`config.mk`:
```
export PLATFORM = sky130hd
export DESIGN_NAME = fi_campaign_ctrl
export DESIGN_NICKNAME = d
export VERILOG_FILES = /design/src/rtl/fi_campaign_ctrl.sv
export SDC_FILE = /design/constraint.sdc
export NUM_CORES = 1
export LEC_CHECK = 0
export BUFFER_PORTS_ARGS = -buffer_cell sky130_fd_sc_hd__buf_4
export CORE_MARGIN = 2
export CORE_UTILIZATION = 47
export DETAILED_ROUTE_END_ITERATION = 10
export PLACE_DENSITY_LB_ADDON = 0.25
export SETUP_SLACK_MARGIN = 0.02
export SKIP_CTS_REPAIR_TIMING = 1
export SLEW_MARGIN = 20
export SYNTH_ARGS = -nofsm -noshare
export SYNTH_HDL_FRONTEND = slang
export SYNTH_SLANG_ARGS = --single-unit
```
`constraint.sdc`:
```
create_clock -name clk -period 3.7 [get_ports clk]
set_clock_uncertainty 0.15 [all_clocks]
set_input_delay 0.925 -clock clk [delete_from_list [all_inputs] [get_ports clk]]
set_output_delay 0.925 -clock clk [all_outputs]
set_load 0.02 [all_outputs]
```
`src/rtl/fi_campaign_ctrl.sv`:
```
// Stuck-at fault-injection campaign sequencer for the non-TMR systolic array.
// Runs one fault-free sanity pass, then stuck-at-0/1 on every PE, comparing DUT vs golden outputs.
module fi_campaign_ctrl #(
    parameter int ROWS      = 2,
    parameter int COLS      = 2,
    parameter int WORD_SIZE = 16,
    parameter int LAT       = ROWS + COLS,
    parameter int SAMPLES   = ROWS * COLS,
    localparam int N        = ROWS * COLS,
    localparam int PW       = (N > 1) ? $clog2(N) : 1
) (
    input  logic                      clk,
    input  logic                      rst,
    input  logic                      start,
    input  logic                      abort,
    input  logic [ROWS*WORD_SIZE-1:0] op_left,
    input  logic [COLS*WORD_SIZE-1:0] op_top,
    output logic                      arr_rst,
    output logic                      ctl_stat_bit_in,
    output logic                      ctl_dummy_fsm_op2_select_in,
    output logic                      ctl_dummy_fsm_out_select_in,
    output logic [ROWS*WORD_SIZE-1:0] left_in_bus,
    output logic [COLS*WORD_SIZE-1:0] top_in_bus,
    output logic [2*N-1:0]            fault_inject_bus,
    input  logic [COLS*WORD_SIZE-1:0] dut_bottom_out_bus,
    input  logic [COLS*WORD_SIZE-1:0] gold_bottom_out_bus,
    output logic                      busy,
    output logic                      done,
    output logic                      sanity_fail,
    output logic                      res_valid,
    output logic [PW-1:0]             res_pe,
    output logic                      res_stuck,
    output logic                      res_detected,
    output logic [2*N-1:0]            detect_map,
    output logic [2:0]                dbg_state
);
    localparam int FW   = 2 * N;
    localparam int KW   = $clog2(2 * N + 1);
    localparam int CMAX = (LAT > SAMPLES) ? LAT : SAMPLES;
    localparam int CW   = $clog2(CMAX + 2);
    localparam logic [KW-1:0] K_LAST = KW'(2 * N);

    typedef enum logic [2:0] {S_IDLE, S_ARST, S_RUN, S_SAMPLE, S_REPORT, S_DONE} state_e;

    state_e                    state_q, state_d;
    logic [CW-1:0]             cnt_q, cnt_d;
    logic [KW-1:0]             k_q, k_d;
    logic                      mismatch_q, mismatch_d;
    logic                      arr_rst_q, arr_rst_d;
    logic                      ctl_op2_q, ctl_op2_d;
    logic                      ctl_out_q, ctl_out_d;
    logic [ROWS*WORD_SIZE-1:0] left_q, left_d;
    logic [COLS*WORD_SIZE-1:0] top_q, top_d;
    logic [FW-1:0]             fault_q, fault_d;
    logic                      busy_q, busy_d;
    logic                      done_q, done_d;
    logic                      sanity_q, sanity_d;
    logic                      res_valid_q, res_valid_d;
    logic [PW-1:0]             res_pe_q, res_pe_d;
    logic                      res_stuck_q, res_stuck_d;
    logic                      res_det_q, res_det_d;
    logic [FW-1:0]             dmap_q, dmap_d;
    logic                      mismatch_fin;
    logic                      report_now;
    logic [KW-1:0]             km1;

    // Run k>0 targets PE (k-1)>>1 with stuck value (k-1)&1; slot bits are {stuck, enable}.
    function automatic logic [FW-1:0] fault_pattern(input logic [KW-1:0] k);
        logic [KW-1:0] idx;
        logic [KW-1:0] base;
        idx  = k - KW'(1);
        base = {idx[KW-1:1], 1'b0};
        if (k == '0) return '0;
        return (FW'(1) | (FW'(idx[0]) << 1)) << base;
    endfunction

    always_comb begin
        state_d      = state_q;
        cnt_d        = cnt_q;
        k_d          = k_q;
        mismatch_d   = mismatch_q;
        mismatch_fin = mismatch_q | (dut_bottom_out_bus != gold_bottom_out_bus);
        km1          = k_q - KW'(1);

        case (state_q)
            S_IDLE:   if (start) begin
                          state_d = S_ARST;
                          k_d     = '0;
                      end
            S_ARST:   if (cnt_q == '0) state_d = S_RUN;
            S_RUN:    if (cnt_q == '0) state_d = S_SAMPLE;
            S_SAMPLE: if (cnt_q == '0) state_d = S_REPORT;
            S_REPORT: if ((k_q == '0 && mismatch_q) || k_q == K_LAST) begin
                          state_d = S_DONE;
                      end else begin
                          state_d = S_ARST;
                          k_d     = k_q + KW'(1);
                      end
            S_DONE:   state_d = S_IDLE;
            default:  state_d = S_IDLE;
        endcase
        if (abort && state_q != S_IDLE && state_q != S_DONE) state_d = S_DONE;

        if (state_d != state_q) begin
            case (state_d)
                S_ARST:   cnt_d = CW'(1);
                S_RUN:    cnt_d = CW'(LAT - 1);
                S_SAMPLE: cnt_d = CW'(SAMPLES - 1);
                default:  cnt_d = '0;
            endcase
        end else if (cnt_q != '0) begin
            cnt_d = cnt_q - CW'(1);
        end

        if (state_d == S_ARST && state_q != S_ARST) mismatch_d = 1'b0;
        else if (state_q == S_SAMPLE)               mismatch_d = mismatch_fin;

        // The verdict is latched on the edge that enters REPORT, so an abort there discards it.
        report_now  = (state_q == S_SAMPLE) && (state_d == S_REPORT);
        res_valid_d = report_now && (k_q != '0);
        res_pe_d    = res_valid_d ? km1[PW:1] : res_pe_q;
        res_stuck_d = res_valid_d ? km1[0] : res_stuck_q;
        res_det_d   = res_valid_d ? mismatch_fin : res_det_q;
        dmap_d      = dmap_q;
        sanity_d    = sanity_q;
        if (state_q == S_IDLE && start) begin
            dmap_d   = '0;
            sanity_d = 1'b0;
        end
        if (res_valid_d && mismatch_fin) dmap_d = dmap_q | (FW'(1) << km1);
        if (report_now && k_q == '0)     sanity_d = mismatch_fin;

        busy_d    = (state_d != S_IDLE);
        done_d    = (state_d == S_DONE);
        arr_rst_d = (state_d == S_ARST);
        fault_d   = '0;
        left_d    = '0;
        top_d     = '0;
        ctl_op2_d = 1'b0;
        ctl_out_d = 1'b0;
        case (state_d)
            S_ARST: fault_d = fault_pattern(k_d);
            S_RUN, S_SAMPLE, S_REPORT: begin
                fault_d   = fault_q;
                left_d    = (state_q == S_ARST) ? op_left : left_q;
                top_d     = (state_q == S_ARST) ? op_top : top_q;
                ctl_op2_d = 1'b1;
                ctl_out_d = 1'b1;
            end
            default: ;
        endcase
    end

    always_ff @(posedge clk or negedge rst) begin
        if (!rst) begin
            state_q     <= S_IDLE;
            cnt_q       <= '0;
            k_q         <= '0;
            mismatch_q  <= 1'b0;
            arr_rst_q   <= 1'b0;
            ctl_op2_q   <= 1'b0;
            ctl_out_q   <= 1'b0;
            left_q      <= '0;
            top_q       <= '0;
            fault_q     <= '0;
            busy_q      <= 1'b0;
            done_q      <= 1'b0;
            sanity_q    <= 1'b0;
            res_valid_q <= 1'b0;
            res_pe_q    <= '0;
            res_stuck_q <= 1'b0;
            res_det_q   <= 1'b0;
            dmap_q      <= '0;
        end else begin
            state_q     <= state_d;
            cnt_q       <= cnt_d;
            k_q         <= k_d;
            mismatch_q  <= mismatch_d;
            arr_rst_q   <= arr_rst_d;
            ctl_op2_q   <= ctl_op2_d;
            ctl_out_q   <= ctl_out_d;
            left_q      <= left_d;
            top_q       <= top_d;
            fault_q     <= fault_d;
            busy_q      <= busy_d;
            done_q      <= done_d;
            sanity_q    <= sanity_d;
            res_valid_q <= res_valid_d;
            res_pe_q    <= res_pe_d;
            res_stuck_q <= res_stuck_d;
            res_det_q   <= res_det_d;
            dmap_q      <= dmap_d;
        end
    end

    assign arr_rst                     = arr_rst_q;
    assign ctl_stat_bit_in             = 1'b0;
    assign ctl_dummy_fsm_op2_select_in = ctl_op2_q;
    assign ctl_dummy_fsm_out_select_in = ctl_out_q;
    assign left_in_bus                 = left_q;
    assign top_in_bus                  = top_q;
    assign fault_inject_bus            = fault_q;
    assign busy                        = busy_q;
    assign done                        = done_q;
    assign sanity_fail                 = sanity_q;
    assign res_valid                   = res_valid_q;
    assign res_pe                      = res_pe_q;
    assign res_stuck                   = res_stuck_q;
    assign res_detected                = res_det_q;
    assign detect_map                  = dmap_q;
    assign dbg_state                   = state_q;
endmodule

```
# Word level (Yosys, flattened, before mapping)

Index checks and enable logic that the tools add are counted.

Add/sub/neg operators: 4
Eq/ne operators: 15
Shift-type cells: 2
Muxes and demuxes: 29
Bitwise gates (word level): 2
Reductions and logical operators: 24

Operators by type and width:

| operator                                                              | count |
|---|---|
| 32-bit 2-to-1 mux                                                     | 4 |
| 8-bit 2-to-1 mux                                                      | 4 |
| 32-bit inequality test                                                | 1 |
| 3-bit 2-to-1 mux                                                      | 8 |
| 8-bit case mux with 2 select lines                                    | 1 |
| 3-bit case mux with 5 select lines                                    | 1 |
| 3-bit by 2-bit equality test with 1-bit output, second input constant | 4 |
| 3-bit equality test, second input constant                            | 3 |
| 1-bit logical AND                                                     | 9 |
| 3-bit nonzero test                                                    | 3 |
| 4-bit zero test                                                       | 2 |
| 4-bit 2-to-1 mux                                                      | 2 |
| 8-bit OR                                                              | 1 |
| 4-bit case mux with 2 select lines                                    | 1 |
| 2-bit nonzero test                                                    | 4 |
| 1-bit by 4-bit << shifter with 8-bit output, first input constant     | 1 |
| 2-bit by 4-bit << shifter with 8-bit output                           | 1 |
| 4-bit by 1-bit subtractor with 4-bit output, second input constant    | 2 |
| 1-bit 2-to-1 mux                                                      | 7 |
| 3-bit by 1-bit equality test with 1-bit output, second input constant | 2 |
| 3-bit zero test                                                       | 2 |
| 4-bit by 1-bit adder with 4-bit output, second input constant         | 1 |
| 4-bit equality test, second input constant                            | 1 |
| 2-bit case mux with 2 select lines                                    | 1 |
| other kinds (10)                                                      | 10 |

Register bits: 101
Input bits: 132
Output and inout bits: 95
Word-level logic and storage cells: 93

# Longest topological paths before layout

Gate-level depths: netlist of the first run.

Depth after elaboration: 11
Depth in mapped cells: 10
Gate-level depth less buffers: 10

# Worst setup path after synthesis of the first run

OpenSTA, ideal clock, no wires.

Kind: reg2reg
Start point: reg k_q[0]
End point: reg fault_q[4] (netlist: fault_inject_bus[4])
Library setup time: 0.121 ns
Arrival time: 2.403 ns
Required time: 3.429 ns
Path slack: 1.026 ns
Cell stages (with the launch flop): 10
Buffers on the path: 1
Clock period less this slack: 2.674 ns
Cell sequence: dfrtp_1 > inv_1 > ha_1 > and2b_1 > a2111o_1 > and3_4 > ha_1 > clkdlybuf4s15_2 > a21o_1 > a32o_2

Word-level cells in the longest chain between the ends: 10
Elaborated cells between the ends (all ways): 23
Those cells by class: add/sub (2); eq/ne (5); shift (1); mux (10); reduce/logical (5)

RTL lines:

| element                                                                         | RTL line | text |
|---|---|---|
| from (decl)                                                                     | 47       | `logic [KW-1:0] k_q, k_d;` |
| from (signal assigned)                                                          | 177      | `k_q <= k_d;` |
| branches (longest 10 deep; another with 4-bit by 1-bit adder with 4-bit output) | --       |  |
| to (signal assigned)                                                            | 184      | `fault_q <= fault_d;` |
| to (decl)                                                                       | 54       | `logic [FW-1:0] fault_q, fault_d;` |

Parallel ways; which one is timed is not known. The select of a mux whose other input is x is not followed.
A chain may end at the register's enable or synchronous reset.

# Worst setup path in the final report of the first run

Same ends and word-level chain as after synthesis.

==> results.md, run 1 <==
* Crit share post-route at 0.7781
* Synth top area cells: dfrtp_1 (51%), nand2_1 (11%), a21oi_1 (6.7%), xnor2_1 (6.0%), ha_1 (2.8%)
* Number of DRC markers in iteration 0 at 328
* Antenna Nets Post-Route at 0
* Die span in x at approximately 110 µm
* Area Growth Syn to Fin at 38.85%
* HP Class: reg -> reg
* Port bufs at about 230
* Hold-critical path depth at 1
* Cell Area, Synth at 0.004950 mm²
* Slew Viols, Final at 0
* Cells on worst reg2reg path at 9
* WP data arrival at 3030 ps
* GRT Total Usage at 0.2376
* Top cell type's share of synthesized area at 0.5106
* Yosys warns at 0
* Total grt overflow at 0
* Hpwl dp at 10120 µm
* Cell repeated most along the worst path: ha_1
* Leak at 3.371 nW
* Register Area at approximately 0.0025 mm²
* Slew HR at 0.5470
* Final net count at 877
* Fill cells at 854
* Reg2Reg Setup Slack at ~800 ps
* Length of routed met3 wiring at 594 µm
* Critical Path Sink Type: register
* Crit-path slowest cell: dfrtp_1
* Final min period at 2879 ps
* Worst R2R End: fault_inject_bus[4]$_DFFE_PN0P_
* Hold-critical path endpoint: res_detected$_DFFE_PN0P_
* Initial antenna violation count at 0
* Vias at 4592
* Distinct cells, synth at 64
* Seq/Total Area, Yosys at 0.5106
* Root buffer cell: clkbuf_8
* Status: finished, final reports clean
* Met2 wire len at between 6000 and 7000 µm
* Largest net degree at the start of global routing at 65
* Ports at between 200 and 250
* Vias per cell at roughly 5.2
* #FFs+latches synth at 101
* FP Rows at 37
* Reported max-cap violation count at 0
* Sink Count at around 100
* Final WS setup at 821.0 ps
* Avg Inst Size Synth at 9.446 µm²
* CTS Buf Count at 9
* Diode count at 0
* M1 WL at 5670 µm
* Crit path kind: reg -> reg
* Worst path cell trace: inv_1 -> ha_1 -> and2b_1 -> a2111o_1 -> and3_4 -> ha_1 -> nor3b_1 -> a21o_1 -> a32o_2
* Fin. Hold Viols at 0
* Slowest Stage Delay on Critical Path at 570 ps
* CP Launch Type: register
* Clock slew at the register clock pins of the worst setup and hold paths at 100 ps
* Ys flop type: dfrtp_1
* Critical Path Fanout Max at 10
* Peak supply drop at 0.5121 mV
* Tightest Pin Transition at 679.5 ps
* Die area at 0.01137 mm²
* Wire length per cell at 15.36 µm
* F_max at around 0.35 GHz
* Final Setup Violations at 0
* Setup TNS at 0 ps
* WL final at 13440 µm
* Maximum clock path buffer count at 2
* Async S/R FF share, synth at 1.000
* Area occupied by multi-input gates at 0.002171 mm²
* Synth Instances at roughly 520
* Global-route wire length before repair at 21530 µm
* Clk_lat worst skew at 360 ps
* CTS tree: built
* End-of-flow core utilization at 0.6687
* Post-synth top area cell: dfrtp_1
* Required time worst endpoint at 3850 ps
* Final RePlAce weighted congestion at roughly 0.83
* 1st-pass router iterations at 4
* CORE AREA at 0.01028 mm²
* Highest routed layer: met4
* Pwr Density at 687.3 mW/mm²
* Initial core utilization at 0.4816
* Dpl cells at 859
* DR DRC count at 0
* Critical R2R Launch: k_q[0]$_DFF_PN0_
* Hold_sp: res_detected$_DFFE_PN0P_
* EDFF count, synth at 0
* RSZ-0062 raised after global routing: false
* Vias in the first global route at about 4400
* Place WS at 837.2 ps
* Fin cells at 875
* Layout cells sized above 1 at 0.3667
* Mapped Nets at 667
* Vert. Die Dim at 106.6 µm
* H-tree depth at 3
## cell families after synthesis
kind of cell               synth area share
xor gates and xnor gates            0.06193
other                             0.0007576
adders and majority gates           0.02781
muxes                              0.004297
and+or+nand+nor                      0.1863
buffers and inverters               0.05258
DFF                                  0.5106
AOI/OAI and AO/OA                    0.1557
## synth_stat cells (3+ instances only)
cell type and instances:
nand3_1 4, nor4_1 4, a32o_1 4, nand2b_1 3, clkbuf_1 13, buf_2 11, a32o_2 4, buf_6 3
a32oi_1 5, ha_1 11, nand2_1 140, nor2_1 15, a41oi_1 5, nand4_1 9, nand3b_1 4, nor3_1 8
a21o_1 3, inv_1 14, o21ai_0 10, xnor2_1 34, a21oi_1 66, dfrtp_1 101
## worst max-delay path by stage
stage	startpoint	end	slack [ps]	cells after the start
after floorplan	k_q[0]$_DFF_PN0_	fault_inject_bus[4]$_DFFE_PN0P_	1030	9
after global placement	abort	top_in_bus[19]$_DFFE_PN0P_	900	8
after detailed placement	abort	left_in_bus[8]$_DFFE_PN0P_	840	8
after CTS	k_q[0]$_DFF_PN0_	fault_inject_bus[4]$_DFFE_PN0P_	830	9
after global routing	k_q[0]$_DFF_PN0_	left_in_bus[21]$_DFFE_PN0P_	650	9
final	k_q[0]$_DFF_PN0_	fault_inject_bus[4]$_DFFE_PN0P_	820	9
## sequential cells by signal (all words and copies together) (netlist names)
| signal | cells |
|---|---|
| arr_rst | 1 |
| busy | 1 |
| cnt_q | 3 |
| ctl_dummy_fsm_out_select_in | 1 |
| dbg_state | 3 |
| detect_map | 8 |
| done | 1 |
| fault_inject_bus | 8 |
| k_q | 4 |
| left_in_bus | 32 |
| mismatch_q | 1 |
| res_detected | 1 |
| res_pe | 2 |
| res_stuck | 1 |
| res_valid | 1 |
| sanity_fail | 1 |
| top_in_bus | 32 |
## cell type report
type                       instances  share of cell area
sequential                       101              0.3677
multi-input combinational        374              0.3159
clock buffer                      10             0.02003
timing repair buffer             231              0.2541
clock inverter                     6            0.007464
inverter                          17             0.01001
tap                              136             0.02476
## routing by layer
metal / global-route usage / up-vias
met1: 0.3043 / 2246
li1: - / 2195
met5: 0 / -
met2: 0.4117 / 131
met4: 0.08256 / 0
met3: 0.03526 / 20
## worst max-delay path, delay by kind of cell, from the launching register on
family                   cells  cell delay [ps]
AND/OR/NAND/NOR              3              640
AO/OA/AOI/OAI                3              740
flip-flops                   1              570
adder cells (fa/ha/maj)      2              580
buffers and inverters        1              140
## through the flow
step	power [mW]	hold WS [ps]	area (µm²)
floorplan	3.249	398.3	4950
global placement	4.004	323.7	6684
detailed placement	4.071	325.1	6684
CTS	4.753	348.7	6873
global route	5.073	370.1	6873
finish	4.724	345.8	6873
## cell usage in the layout (no fill, tap or decap), drive strengths merged, types with 2 or more instances in the layout
cell type / synthesis / final
clkbuf: 15 / 10
ha: 11 / 11
buf: 16 / 231
o31ai: 2 / 2
and3: 4 / 4
a41oi: 5 / 5
nand2b: 3 / 3
dfrtp: 101 / 101
o21ai: 13 / 13
nand4: 9 / 9
and2b: 2 / 2
a21oi: 66 / 66
nor2: 17 / 17
nor3: 8 / 8
clkinv: 1 / 4
or2: 2 / 2
nand2: 140 / 140
a31oi: 2 / 2
a211oi: 2 / 2
and2: 3 / 3
nor4: 4 / 4
nand3b: 4 / 4
and3b: 2 / 2
a32oi: 5 / 5
a21boi: 2 / 2
inv: 16 / 19
a21o: 3 / 3
a32o: 8 / 8
nand3: 5 / 5
xnor2: 34 / 34
## power breakdown
part           internal [mW]  switching, mW  leakage (nW)
Combinational          0.901           1.57          1.89
Sequential              1.36          0.222          1.38
Clock                  0.274          0.401        0.0992
No activity file was read; power rests on OpenSTA's default activity.
==> inputs of run 2 (changes only) <==
--- a/config.mk
+++ b/config.mk
@@ -5,9 +5,10 @@
 export SDC_FILE = /design/constraint.sdc
 export NUM_CORES = 1
 export LEC_CHECK = 0
+export ABC_AREA = 1
 export BUFFER_PORTS_ARGS = -buffer_cell sky130_fd_sc_hd__buf_4
 export CORE_MARGIN = 2
-export CORE_UTILIZATION = 47
+export CORE_UTILIZATION = 49
 export DETAILED_ROUTE_END_ITERATION = 10
 export PLACE_DENSITY_LB_ADDON = 0.25
 export SETUP_SLACK_MARGIN = 0.02
==> constraint.sdc (replaced) <==
create_clock -name clk -period 2.75 [get_ports clk]
set_clock_uncertainty 0.15 [all_clocks]
set_input_delay 0.6875 -clock clk [delete_from_list [all_inputs] [get_ports clk]]
set_output_delay 0.6875 -clock clk [all_outputs]
set_load 0.02 [all_outputs]
==> results.md, run 2 <==
* Critical Path Sink Type: register
* Port bufs at 225
* Most frequent cells in the layout: buf_4 (235), nand2_1 (173), dfrtp_1 (100), nand4_1 (76), a21oi_2 (60)
* CTS tree: built
* Final RePlAce weighted congestion at 0.9324
* Cell Area, Synth at between 0.005 and 0.006 mm²
* Antenna Nets Post-Route at 0
* Global-route wire length before repair at 25460 µm
* Fin. Hold Viols at 0
* Crit path kind: reg -> reg
* Post-synth top cells: nand2_1 (173), dfrtp_1 (101), nand4_1 (76)
* Hold slack at 158.5 ps
* Async S/R FF share, synth at 1.000
* Final Setup Violations at 0
* Synth top area cells: dfrtp_1 (45%), nand2_1 (12%), a21oi_2 (9.4%), nand4_1 (8.5%), xor2_1 (3.3%)
* Mapped Nets at 787
* WP data arrival at about 2500 ps
* Wire length per cell at 14.87 µm
* Die span in x at between 100 and 150 µm
* Tightest Pin Transition at about 670 ps
* Status: finished, final reports clean
* RSZ-0062 raised after global routing: false
* Final net count at 994
* Avg Inst Size Synth at roughly 8.7 µm²
* Top cell type's share of synthesized area at 0.4528
* Crit share post-route at 0.8888
* 1st-pass router iterations at 5
* WL final at ~15000 µm
* Seq/Total Area, Yosys at 0.4528
* CP Launch Type: register
* Initial antenna violation count at 0
* Reported max-cap violation count at 0
* F_max at 0.4091 GHz
* CORE AREA at roughly 0.011 mm²
* Vias at between 5000 and 6000
* Final min period at about 2400 ps
* Initial core utilization at 0.5082
* Sink Count at 101
* CTS Buf Count at 9
* Total design power at 8.247 mW
* Vert. Die Dim at 110.7 µm
* HP Class: in -> async
* Setup TNS at 0 ps
* #FFs+latches synth at 101
* Ports at 227
* Clk_lat worst skew at 340 ps
* Peak supply drop at 0.6280 mV
* Commonest non-fill, non-tap cell in the layout: buf_4
* Ys flop type: dfrtp_1
* Diode count at 0
* Area Growth Syn to Fin at 36.81%
* Pwr Density at around 1100 mW/mm²
* Root buffer cell: clkbuf_16
* H-tree depth at 3
* Required time worst endpoint at 2820 ps
* Synth Instances at 644
* Clock slew at the register clock pins of the worst setup and hold paths at 70 ps
* Slew HR at 0.5527
* Largest net degree at the start of global routing at 66
* Vias in the first global route at 5268
* Post-synth top area cell: dfrtp_1
* DR DRC count at 0
* Distinct cells, synth at 35
* EDFF count, synth at 0
* Critical Path Fanout Max at 7
* Maximum clock path buffer count at 2
* Number of DRC markers in iteration 0 at 320
* FP Rows at 38
* Hpwl dp at 10970 µm
* Top-count cell post-synth: nand2_1
* Leak at 3.804 nW
* GRT Total Usage at 0.2487
* Total grt overflow at 0
* Reg2Reg Setup Slack at 310 ps
* Vias per cell at 5.277
* Slew Viols, Final at 0
* Layout cells sized above 1 at 0.3972
* Die area at 0.01226 mm²
* Yosys warns at 0
run 2: power breakdown:
group,internal (mW),switching [mW]
logic,1.62,3.04
registers,1.97,0.375
clock network,0.654,0.581
run 2: layer usage:
| layer | track usage | wire length, µm | share of wire |
|---|---|---|---|
| met1 | 0.3388 | 6357 | 0.43 |
| met2 | 0.4106 | 7434 | 0.50 |
| met5 | 0 | 0 | 0 |
| met3 | 0.04155 | 760 | 0.051 |
| met4 | 0.07417 | 255 | 0.017 |
run 2: layout make-up:
class,count,area (µm²)
repair buffers,237,1804
clock buffers,10,239.0
fillers,884,3347
clock inverters,6,53.80
flip-flops and latches,101,2529
multi-input cells,459,2666
inverters,43,168.9
well taps,140,175.2
run 2: stage by stage:
stage          cell area (µm²)    util  std cells  worst slack [ps]
3_5_place_dp              7341  0.6684        980             246.1
4_1_cts                   7634  0.6950        996             220.9
3_3_place_gp              7341  0.6684        980             345.8
2_1_floorplan             5582       -        644             580.3
5_1_grt                   7636  0.6953        996             22.93
6_report                  7636  0.6953        996             305.8
run 2: final timing paths:
check                                                 from                         endpoint  cells after the start
setup / recovery                          k_q[1]$_DFF_PN0_  fault_inject_bus[6]$_DFFE_PN0P_                     14
min in group clk           fault_inject_bus[7]$_DFFE_PN0P_  fault_inject_bus[7]$_DFFE_PN0P_                      2
max in group asynchronous                              rst            res_stuck$_DFFE_PN0P_                      2
hold / removal                                         rst              res_valid$_DFF_PN0_                      1
hold reg to reg            fault_inject_bus[7]$_DFFE_PN0P_  fault_inject_bus[7]$_DFFE_PN0P_                      2
setup reg to reg                          k_q[1]$_DFF_PN0_  fault_inject_bus[6]$_DFFE_PN0P_                     14
run 2: logic make-up after synthesis:
| kind of cell | synth area share |
|---|---|
| simple gates | 0.2883 |
| flops | 0.4528 |
| compound gates | 0.1235 |
| buf+inv | 0.07084 |
| xor+xnor | 0.03923 |
| fa+ha+maj | 0.02466 |
| other cells | 0.0006718 |
run 2: critical path: stages, from the launching register on:
cell and delay (ps):
dfrtp_1 430, inv_1 170, ha_1 210, nand2_2 110, nor2_1 130, nand2_1 110
nand3_1 80, nand2_1 140, ha_1 280, inv_1 60, nand3_1 60, nand2_1 160
nor2_2 70, nand4_1 90, nand2_1 60
